### src/rtl/mux2_arbiter.sv
// Two-requester round-robin arbiter driving the select of a shared 2:1 data mux.
// Optional hold-timeout preemption is compiled in with `define ARB_TIMEOUT_EN.
module mux2_arbiter #(
  parameter int unsigned WIDTH    = 32,
  parameter int unsigned MAX_HOLD = 8,
  parameter int unsigned CNT_W    = 8
) (
  input  logic             clk,
  input  logic             reset,
  input  logic             req_0,
  input  logic             req_1,
  input  logic             done,
  input  logic [WIDTH-1:0] din_0,
  input  logic [WIDTH-1:0] din_1,
  output logic             gnt_0,
  output logic             gnt_1,
  output logic             sel,
  output logic             busy,
  output logic             preempt,
  output logic [WIDTH-1:0] mux_out
);

  typedef enum logic [1:0] {
    IDLE = 2'd0,
    OWN0 = 2'd1,
    OWN1 = 2'd2
  } state_t;

  state_t r_state;
  state_t w_state_nxt;
  logic   r_sel;
  logic   r_last;

`ifdef ARB_TIMEOUT_EN
  localparam logic [CNT_W-1:0] LP_HOLD_MAX = CNT_W'(MAX_HOLD - 1);

  logic [CNT_W-1:0] r_cnt;
  logic             r_preempt;
  logic             w_preempt_nxt;
`endif

  // State register plus select and last-served pointer, all tracking the next state.
  always_ff @(posedge clk) begin
    if (reset) begin
      r_state <= IDLE;
      r_sel   <= 1'b0;
      r_last  <= 1'b1;
    end else begin
      r_state <= w_state_nxt;
      if (w_state_nxt == OWN0) begin
        r_sel <= 1'b0;
      end else if (w_state_nxt == OWN1) begin
        r_sel <= 1'b1;
      end
      if ((w_state_nxt == OWN0) && (r_state != OWN0)) begin
        r_last <= 1'b0;
      end else if ((w_state_nxt == OWN1) && (r_state != OWN1)) begin
        r_last <= 1'b1;
      end
    end
  end

  // Next-state decode; release (abort or done) outranks timeout, which outranks holding.
  always_comb begin
    w_state_nxt = r_state;
`ifdef ARB_TIMEOUT_EN
    w_preempt_nxt = 1'b0;
`endif
    case (r_state)
      IDLE: begin
        if (req_0 && req_1) begin
          w_state_nxt = r_last ? OWN0 : OWN1;
        end else if (req_0) begin
          w_state_nxt = OWN0;
        end else if (req_1) begin
          w_state_nxt = OWN1;
        end
      end
      OWN0: begin
        if (!req_0 || done) begin
          if (req_1) begin
            w_state_nxt = OWN1;
          end else if (req_0 && done) begin
            w_state_nxt = OWN0;
          end else begin
            w_state_nxt = IDLE;
          end
        end
`ifdef ARB_TIMEOUT_EN
        else if ((r_cnt == LP_HOLD_MAX) && req_1) begin
          w_state_nxt   = OWN1;
          w_preempt_nxt = 1'b1;
        end
`endif
      end
      OWN1: begin
        if (!req_1 || done) begin
          if (req_0) begin
            w_state_nxt = OWN0;
          end else if (req_1 && done) begin
            w_state_nxt = OWN1;
          end else begin
            w_state_nxt = IDLE;
          end
        end
`ifdef ARB_TIMEOUT_EN
        else if ((r_cnt == LP_HOLD_MAX) && req_0) begin
          w_state_nxt   = OWN0;
          w_preempt_nxt = 1'b1;
        end
`endif
      end
      default: begin
        w_state_nxt = IDLE;
      end
    endcase
  end

`ifdef ARB_TIMEOUT_EN
  // Hold counter restarts on any ownership change, on done-restart and in IDLE.
  always_ff @(posedge clk) begin
    if (reset) begin
      r_cnt     <= '0;
      r_preempt <= 1'b0;
    end else begin
      r_preempt <= w_preempt_nxt;
      if ((w_state_nxt != r_state) || (w_state_nxt == IDLE) || done) begin
        r_cnt <= '0;
      end else if (r_cnt != LP_HOLD_MAX) begin
        r_cnt <= r_cnt + CNT_W'(1);
      end
    end
  end

  assign preempt = r_preempt;
`else
  logic [CNT_W-1:0] w_unused_hold;
  assign w_unused_hold = CNT_W'(MAX_HOLD - 1);
  assign preempt       = 1'b0;
`endif

  assign gnt_0   = (r_state == OWN0);
  assign gnt_1   = (r_state == OWN1);
  assign busy    = gnt_0 | gnt_1;
  assign sel     = r_sel;
  assign mux_out = r_sel ? din_1 : din_0;

endmodule

### config.mk
export PLATFORM = sky130hd
export DESIGN_NAME = mux2_arbiter
export DESIGN_NICKNAME = d
export VERILOG_FILES = /design/src/rtl/mux2_arbiter.sv
export SDC_FILE = /design/constraint.sdc
export NUM_CORES = 1
export LEC_CHECK = 0
export BUFFER_PORTS_ARGS = -buffer_cell sky130_fd_sc_hd__buf_2
export CORE_AREA = 2 2 54 56
export CTS_BUF_LIST = sky130_fd_sc_hd__clkbuf_8 sky130_fd_sc_hd__clkbuf_16
export CTS_CLUSTER_SIZE = 40
export DETAILED_ROUTE_END_ITERATION = 8
export DIE_AREA = 0 0 56 58
export PLACE_DENSITY_LB_ADDON = 0.12
export SYNTH_ARGS = -nofsm -noshare
export SYNTH_HDL_FRONTEND = slang
export SYNTH_SLANG_ARGS = --single-unit
export TNS_END_PERCENT = 5
### constraint.sdc
create_clock -name clk -period 2.2 [get_ports clk]
set_clock_uncertainty 0.2 [all_clocks]
set_input_delay 0.22 -clock clk [delete_from_list [all_inputs] [get_ports clk]]
set_output_delay 0.22 -clock clk [all_outputs]
set_load 0.02 [all_outputs]
======== Word level (Yosys, flattened, before mapping) ========
Cells that the tools add are included.
W data, S select, Z words.
operators by class
  bitwise gates (word level) .............. 1
  reductions and logical operators ........ 12
  equality and inequality tests ........... 6
  multiplexer cells ....................... 14
operators with widths
  kind                  number
  $mux W32              1
  $mux W2               9
  $pmux W2 S3           1
  $logic_and A1 B1 Y1   5
  $eq A2 B1 Y1 const B  2
  $eq A2 B2 Y1 const B  2
  $mux W1               3
  $logic_not A1 Y1      2
  $logic_not A2 Y1      1
  $logic_or A1 B1 Y1    2
  $ne A2 B1 Y1 const B  1
  $ne A2 B2 Y1 const B  1
  $reduce_bool A2 Y1    1
  $reduce_or A2 Y1      1
  $or A1 B1 Y1          1
storage, ports and cells
  register bits ........................... 4
  output and inout port bits .............. 37
  word-level logic and storage cells ...... 36

======== Logic depth before layout (Yosys ltp) ========
Gate-level depths: netlist of run 1.
  depth after elaboration ................. 9
  mapped depth ............................ 7

======== Least setup slack after synthesis of run 1 ========
OpenSTA, ideal clock, no wires.
  path type ............................... reg-to-reg
  start point ............................. register r_state[0]
  end point ............................... register r_sel, in the netlist sel
  path slack .............................. 0.406 ns
  period minus slack after synthesis ...... 1.794 ns
  setup time .............................. 0.073 ns
  path buffers ............................ 0
  stages on the path, launching flop included .. 7
  arrival ................................. 1.521 ns
  cell sequence ........................... dfxtp_1 > inv_1 > ha_1 > a21boi_2 > or2_0 > or3b_1 > o211ai_2
between the ends
  cells in the longest elaborated chain, start to end .. 6
  elaborated cells between the ends (all ways) .. 12
  classes of those cells .................. 4 x eq/ne; 6 x mux; 2 x reduce/logical
ends and longest elaborated chain
  element                     line  text
  start: declaration          29    state_t r_state;
  start signal: assignment    49    r_state <= w_state_nxt;
  $mux W2                     75    end else if (req_1) begin
  $mux W2                     73    end else if (req_0) begin
  $mux W2                     71    if (req_0 && req_1) begin
  $pmux W2 S3 (*)             69    case (r_state)
  $eq A2 B1 Y1                50    if (w_state_nxt == OWN0) begin
  $reduce_or A2 Y1 (no line)  --
  end signal: assignment      46    r_sel <= 1'b0;
  end signal: assignment      51    r_sel <= 1'b0;
  end signal: assignment      53    r_sel <= 1'b1;
  end: declaration            31    logic r_sel;
Every way passes the cells marked *; elsewhere a longest branch is shown, timed or not.
A chain may end at the register's enable or synchronous reset.

======== Worst setup path after layout of run 1 ========
Same ends and word-level chain as after synthesis.

==> qor.yml, run 1 <==
yosysMostFrequentCell: "mux2_2"
highest_layer: "met4"
first_pass_iters: 4
rows: 19
nets: 263
post_cts_buffers: 0
netlist.area_leader.share_pct: 47.9
outcome: "finished, final reports clean"
grt_use_total_pct: 15.3
areaGrowthSynthToFinish_pct: 78.4
diodes: 0
clk_pin_slew_worst_paths_ps: 30
clk-insertion-delay-late_ps: 220
cap_violations: 0
path_max_fanout: 6
initial_core_util_pct: 28.2
dpl.hpwl_mm: 2.28
vias: 1021
synth_ff_type: "dfxtp_1"
wl_per_cell_um: 11.9
utilization_pct: 50.4
port_buffers: 104
finalHoldViolations: 0
setup-violations-final: 0
overflow: 0
synth.distinct_cells: 27
wirelength_mm: 2.62
r2r-start: "r_state[0]"
pin_count: 106
chipWidth_um: 56
cts_tree: "done"
irDropWorstVdd_mv: 0.377
hold_class: "primary input to register"
timing.fmax_mhz: 520
finalSetupTns_ps: 0
clockBufferDepth: 2
clock_sink_count: 4
avgViaCountPerCell: 4.66
holdPathEnd: "sel"
fin_crit_ps: 1920
synthTopCellsByArea: "mux2_2, dfxtp_1, ha_1"
die_area_sq_mm: 0.00325
syn_area_sq_um: 752
syn_nets: 157
drt-initial-drc-count: 12
p_per_area_mw_per_mm2: 783
final_layout_size_suffix_gt1_share_pct: 77.1
yosys.area.top_type: "mux2_2"
path_class: "register to register"
met1Wirelength_um: 944
synth_edf_count: 0
period_share_pct: 87.4
start_kind: "register"
postSynthAreaPerCell_sq_um: 8.95
synth-seq-cells: 4
r2r_end: "sel"
chipHeight_um: 58
coreArea_sq_mm: 0.00266
arrival_ps: 1870
rsz0062_at_grt: "no"
async_flop_share_pct: 0
cts-root-buf: "clkbuf_8"
cts_hold_buf: 0
cts_resized: 0
required_ps: 2140
cts_made_buffers: 3
grt_max_degree: 19
antenna_found_initial: 0
htree_levels: 1
hold_depth: 2
grt_pass1_wl_mm: 4.02
stdcell_count: 219
total_power_uw: 1050
dp_cells: 216
synth.top_cells.by_count: "mux2_2, nand2_1, dfxtp_1, ha_1, nor2b_1"
min_from: "reset"
route.met3.wl_um: 233
drv_slew: 0
synthCells: 84
drc: 0
postRouteAntennaNets: 0
power.leakage_uw: 0.000713
grt_pass1_vias: 983
wl_met2_mm: 1.41
reg2reg_setup_slack_ps: 280
ys_seq_area_share_pct: 10.6
gp_congestion: 0.787
end_kind: "register"
reg2reg_depth: 6
yosysWarnings: 0
area by class of cell:
| class | instances | area [sq um] |
|---|---|---|
| Sequential cell | 4 | 80.1 |
| Inverter | 3 | 11.3 |
| Tap cell | 31 | 38.8 |
| Timing Repair Buffer | 106 | 536 |
| Fill cell | 259 | 1320 |
| Multi-Input combinational cell | 72 | 634 |
| Clock buffer | 3 | 41.3 |
cell families (layout without fill, tap and decap cells):
| logic type | Yosys count | count (layout) | synth area share, % |
|---|---|---|---|
| mux | 34 | 34 | 50.6 |
| simple gates | 23 | 23 | 15.8 |
| compound gates | 10 | 10 | 10.8 |
| buf+inv | 8 | 112 | 4.99 |
| fa+ha+maj | 4 | 4 | 6.66 |
| flops | 4 | 4 | 10.6 |
| other cells | 1 | 1 | 0.499 |
worst max-delay path by stage:
stage / startpoint / end / slack (ps) / cells after the start
5_1_grt: r_state[0] / sel / 170 / 6
2_1_floorplan: r_state[0] / sel / 410 / 6
3_5_place_dp: r_state[0] / sel / 290 / 6
4_1_cts: r_state[0] / sel / 280 / 6
6_report: r_state[0] / sel / 280 / 6
3_3_place_gp: r_state[0] / sel / 350 / 6
per-layer routing:
metal / vias up / track usage [%]
li1: 511 / -
met1: 445 / 17.2
met2: 61 / 29.2
met3: 4 / 2.01
met4: 0 / 6.12
met5: - / 0
worst max-delay path: stages (launching register included):
cell	delay [ps]
dfxtp_1	430
inv_1	100
ha_1	240
a21boi_2	180
or2_0	240
or3b_1	390
o211ai_2	70
per-stage QoR:
stage / setup slack, ps / hold WS (ps) / cell area, sq um
floorplan: 406 / 141 / 752
global placement: 345 / 290 / 1300
detailed placement: 291 / 286 / 1300
CTS: 278 / 69.0 / 1340
global route: 169 / 76.4 / 1340
finish: 276 / 64.5 / 1340
flip-flops by register name, summed over array words and instances, names as in the netlist:
| name | flops |
|---|---|
| r_last | 1 |
| r_state | 2 |
| sel | 1 |
layout by cell type, fill, tap and decap left out:
cell type	count
inv_1	3
ha_1	4
o22ai_1	1
or3b_1	1
o21ai_1	1
o2111ai_1	1
or2_0	1
nand2_1	8
conb_1	1
or2_2	1
o211ai_2	1
a21oi_1	1
nor4_1	2
buf_4	2
buf_2	104
a21boi_2	1
mux2_2	32
o21ai_0	1
o221ai_1	1
nor2b_1	4
clkbuf_8	3
a22oi_1	1
mux2i_1	2
nor2_1	3
nand2b_1	3
o21bai_2	1
dfxtp_1	4
power breakdown:
group          total [uW]  switching, uW  internal [uW]
combinational         785            427            358
sequential            113           18.2           94.7
clock                 153           36.6            117
total                1050            481            569
Note: power is estimated with default switching activity, not from simulation.
==> run 2: changes to the inputs <==
Settings changed: ABC_AREA set to 1, CORE_AREA 2 2 54 56 to 2 2 53 55, DIE_AREA 0 0 56 58 to 0 0 55 57.
==> run 2 against run 1 <==
Worst hold slack gained 200 ps. Clock power is essentially flat. Critical endpoint is now mux_out[4]. Register-to-register slack gained 370 ps. Total power shrank 15%. Critical path type is now register to primary output.
==> qor.yml, run 2 <==
outcome: "finished, final reports clean"  # unchanged
clock_sink_count: 4  # unchanged
areaGrowthSynthToFinish_pct: 78.8  # was 78.4%
synth-seq-cells: 4  # unchanged
cts-root-buf: "clkbuf_8"  # unchanged
chipHeight_um: 57  # was 58 um
cp_slowest_stage_delay_ps: 380  # was 430 ps
finalHoldViolations: 0  # unchanged
postPlaceCellArea_sq_mm: 0.00129  # was 0.00130 sq mm
yosys.area.top_type: "mux2_2"  # unchanged
start_kind: "register"  # unchanged
end_kind: "primary output"  # was register
dpl.hpwl_mm: 2.27  # was 2.28 mm
cap_violations: 0  # unchanged
drt-initial-drc-count: 14  # was 12
wirelength_mm: 2.64  # was 2.62 mm
setup-violations-final: 0  # unchanged
clk-insertion-delay-late_ps: 220  # about the same
most-common-layout-cells: "buf_2, mux2_2, nand2_1"  # unchanged
cts_tree: "done"  # unchanged
avgViaCountPerCell: 4.52  # was 4.66
power.leakage_uw: 0.000778  # was 0.000713 uW
p_per_area_mw_per_mm2: 664  # was 783 mW/mm^2
clockBufferDepth: 2  # unchanged
hold_ws_ps: 267  # was 64.5 ps
drc: 0  # unchanged
grt_use_total_pct: 16.6  # was 15.3%
path_max_fanout: 33  # was 6
slowest_stage: "mux2_2"  # was dfxtp_1
largest_reg_flops: 2  # unchanged
mostFrequentLayoutCell: "buf_2"  # unchanged
vias: 1044  # was 1021
period_share_pct: 84.4  # was 87.4%
coreArea_sq_mm: 0.00262  # was 0.00266 sq mm
finalSetupTns_ps: 0  # unchanged
initial_core_util_pct: 28.7  # was 28.2%
arrival_ps: 1440  # was 1870 ps
synth_edf_count: 0  # unchanged
postRouteAntennaNets: 0  # unchanged
hold_class: "register to register"  # was primary input to register
clk_pin_slew_worst_paths_ps: 30  # about the same
synth.distinct_cells: 15  # was 27
syn_area_sq_um: 749  # was 752 sq um
async_flop_share_pct: 0  # unchanged
largest_register: "r_state"  # unchanged
fin_crit_ps: 1860  # was 1920 ps
grt_pass1_vias: 975  # was 983
first_pass_iters: 4  # unchanged
crit_chain: "buf_4 -> mux2_2 -> buf_2"  # was inv_1 -> ha_1 -> a21boi_2 -> or2_0 -> or3b_1 -> o211ai_2
cts_made_buffers: 3  # unchanged
wl_per_cell_um: 11.4  # was 11.9 um
pin_count: 106  # unchanged
nets: 275  # was 263
rsz0062_at_grt: "no"  # unchanged
synth.top_cells.by_count: "mux2_2, nand2_1, inv_1"  # was mux2_2, nand2_1, dfxtp_1, ha_1, nor2b_1
gp_congestion: 0.712  # was 0.787
synth_ff_type: "dfxtp_1"  # unchanged
syn_nets: 169  # was 157
netlist.area_leader.share_pct: 48.1  # was 47.9%
port_buffers: 104  # unchanged
diodes: 0  # unchanged
overflow: 0  # unchanged
chipWidth_um: 55  # was 56 um
grt_max_degree: 34  # was 19
antenna_found_initial: 0  # unchanged
yosysWarnings: 0  # unchanged
required_ps: 1780  # was 2140 ps
die_area_sq_mm: 0.00314  # was 0.00325 sq mm
synthTopCellsByArea: "mux2_2, dfxtp_1, nand2_1"  # was mux2_2, dfxtp_1, ha_1
rows: 19  # unchanged
postSynthAreaPerCell_sq_um: 7.81  # was 8.95 sq um
irDropWorstVdd_mv: 0.469  # was 0.377 mV
timing.fmax_mhz: 538  # was 520 MHz
ys_seq_area_share_pct: 10.7  # was 10.6%
path_class: "register to primary output"  # was register to register
drv_slew: 0  # unchanged
final_area_sq_mm: 0.00134  # about the same
grt_pass1_wl_mm: 3.89  # was 4.02 mm
yosysMostFrequentCell: "mux2_2"  # unchanged
htree_levels: 1  # unchanged
synthCells: 96  # was 84
final_layout_size_suffix_gt1_share_pct: 73.0  # was 77.1%
[run 2: cell count changes in the layout (fill, tap and decap cells not counted), sizes merged, moves of 2 or more]
| cell | delta |
|---|---|
| nand2 | +12 |
| nand3 | +9 |
| inv | +8 |
| nor2b | -4 |
| nand2b | -3 |
| nand4 | +3 |
| nor2 | +3 |
| mux2i | -2 |
| nor4 | -2 |
| or2 | -2 |
[run 2: through the flow]
stage	power, uW	worst slack (ps)	util (%)	instances
2_1_floorplan	553	560	-	96
3_3_place_gp	735	578	49.3	227
3_5_place_dp	742	557	49.3	227
4_1_cts	900	326	51.2	231
5_1_grt	961	268	51.2	231
6_report	890	342	51.2	231
[run 2: cell families after synthesis]
kind of cell    Yosys count  share of synthesized area, %
buf+inv                  16                          9.18
simple gates             38                          24.2
other cells               1                         0.500
flops                     4                          10.7
fa+ha+maj                 4                          6.68
compound gates            1                         0.667
mux                      32                          48.1
[run 2: worst paths after layout]
check | slack, ps | from | end | depth (start not counted)
worst max register to register | 650 | r_state[0] | r_last | 8
worst min register to register | 270 | r_last | r_last | 2
worst max-delay path | 340 | sel | mux_out[4] | 3
worst min-delay path | 270 | r_last | r_last | 2
[run 2: area by class of cell]
class                           count  area, sq um
Sequential cell                     4         80.1
Timing Repair Buffer              106          538
Inverter                           11         41.3
Fill cell                         261         1270
Clock buffer                        3         41.3
Multi-Input combinational cell     76          601
Tap cell                           31         38.8
[run 2: where the power goes]
| part | switching, uW | internal [uW] |
|---|---|---|
| Sequential | 12.2 | 89.7 |
| Combinational | 354 | 282 |
| Clock | 35.1 | 116 |
| Total | 401 | 488 |
[run 2: per-layer routing]
| layer | GRT usage [%] | part of all wire, % |
|---|---|---|
| met1 | 14.5 | 33 |
| met2 | 33.7 | 57 |
| met3 | 3.66 | 9.5 |
| met4 | 6.27 | 1.0 |
| met5 | 0 | 0 |
[run 2: what timing repair did]
action	in CTS	in global routing
hold buffers	1	0
hold endpoints to repair	2	0
resized for setup	0	0
buffers inserted	0	0
[run 2: critical path: cells and delay by family (launching register included)]
family / cells / cell delay, ps
buffers and inverters: 2 / 520
multiplexers: 1 / 380
flip-flops: 1 / 310
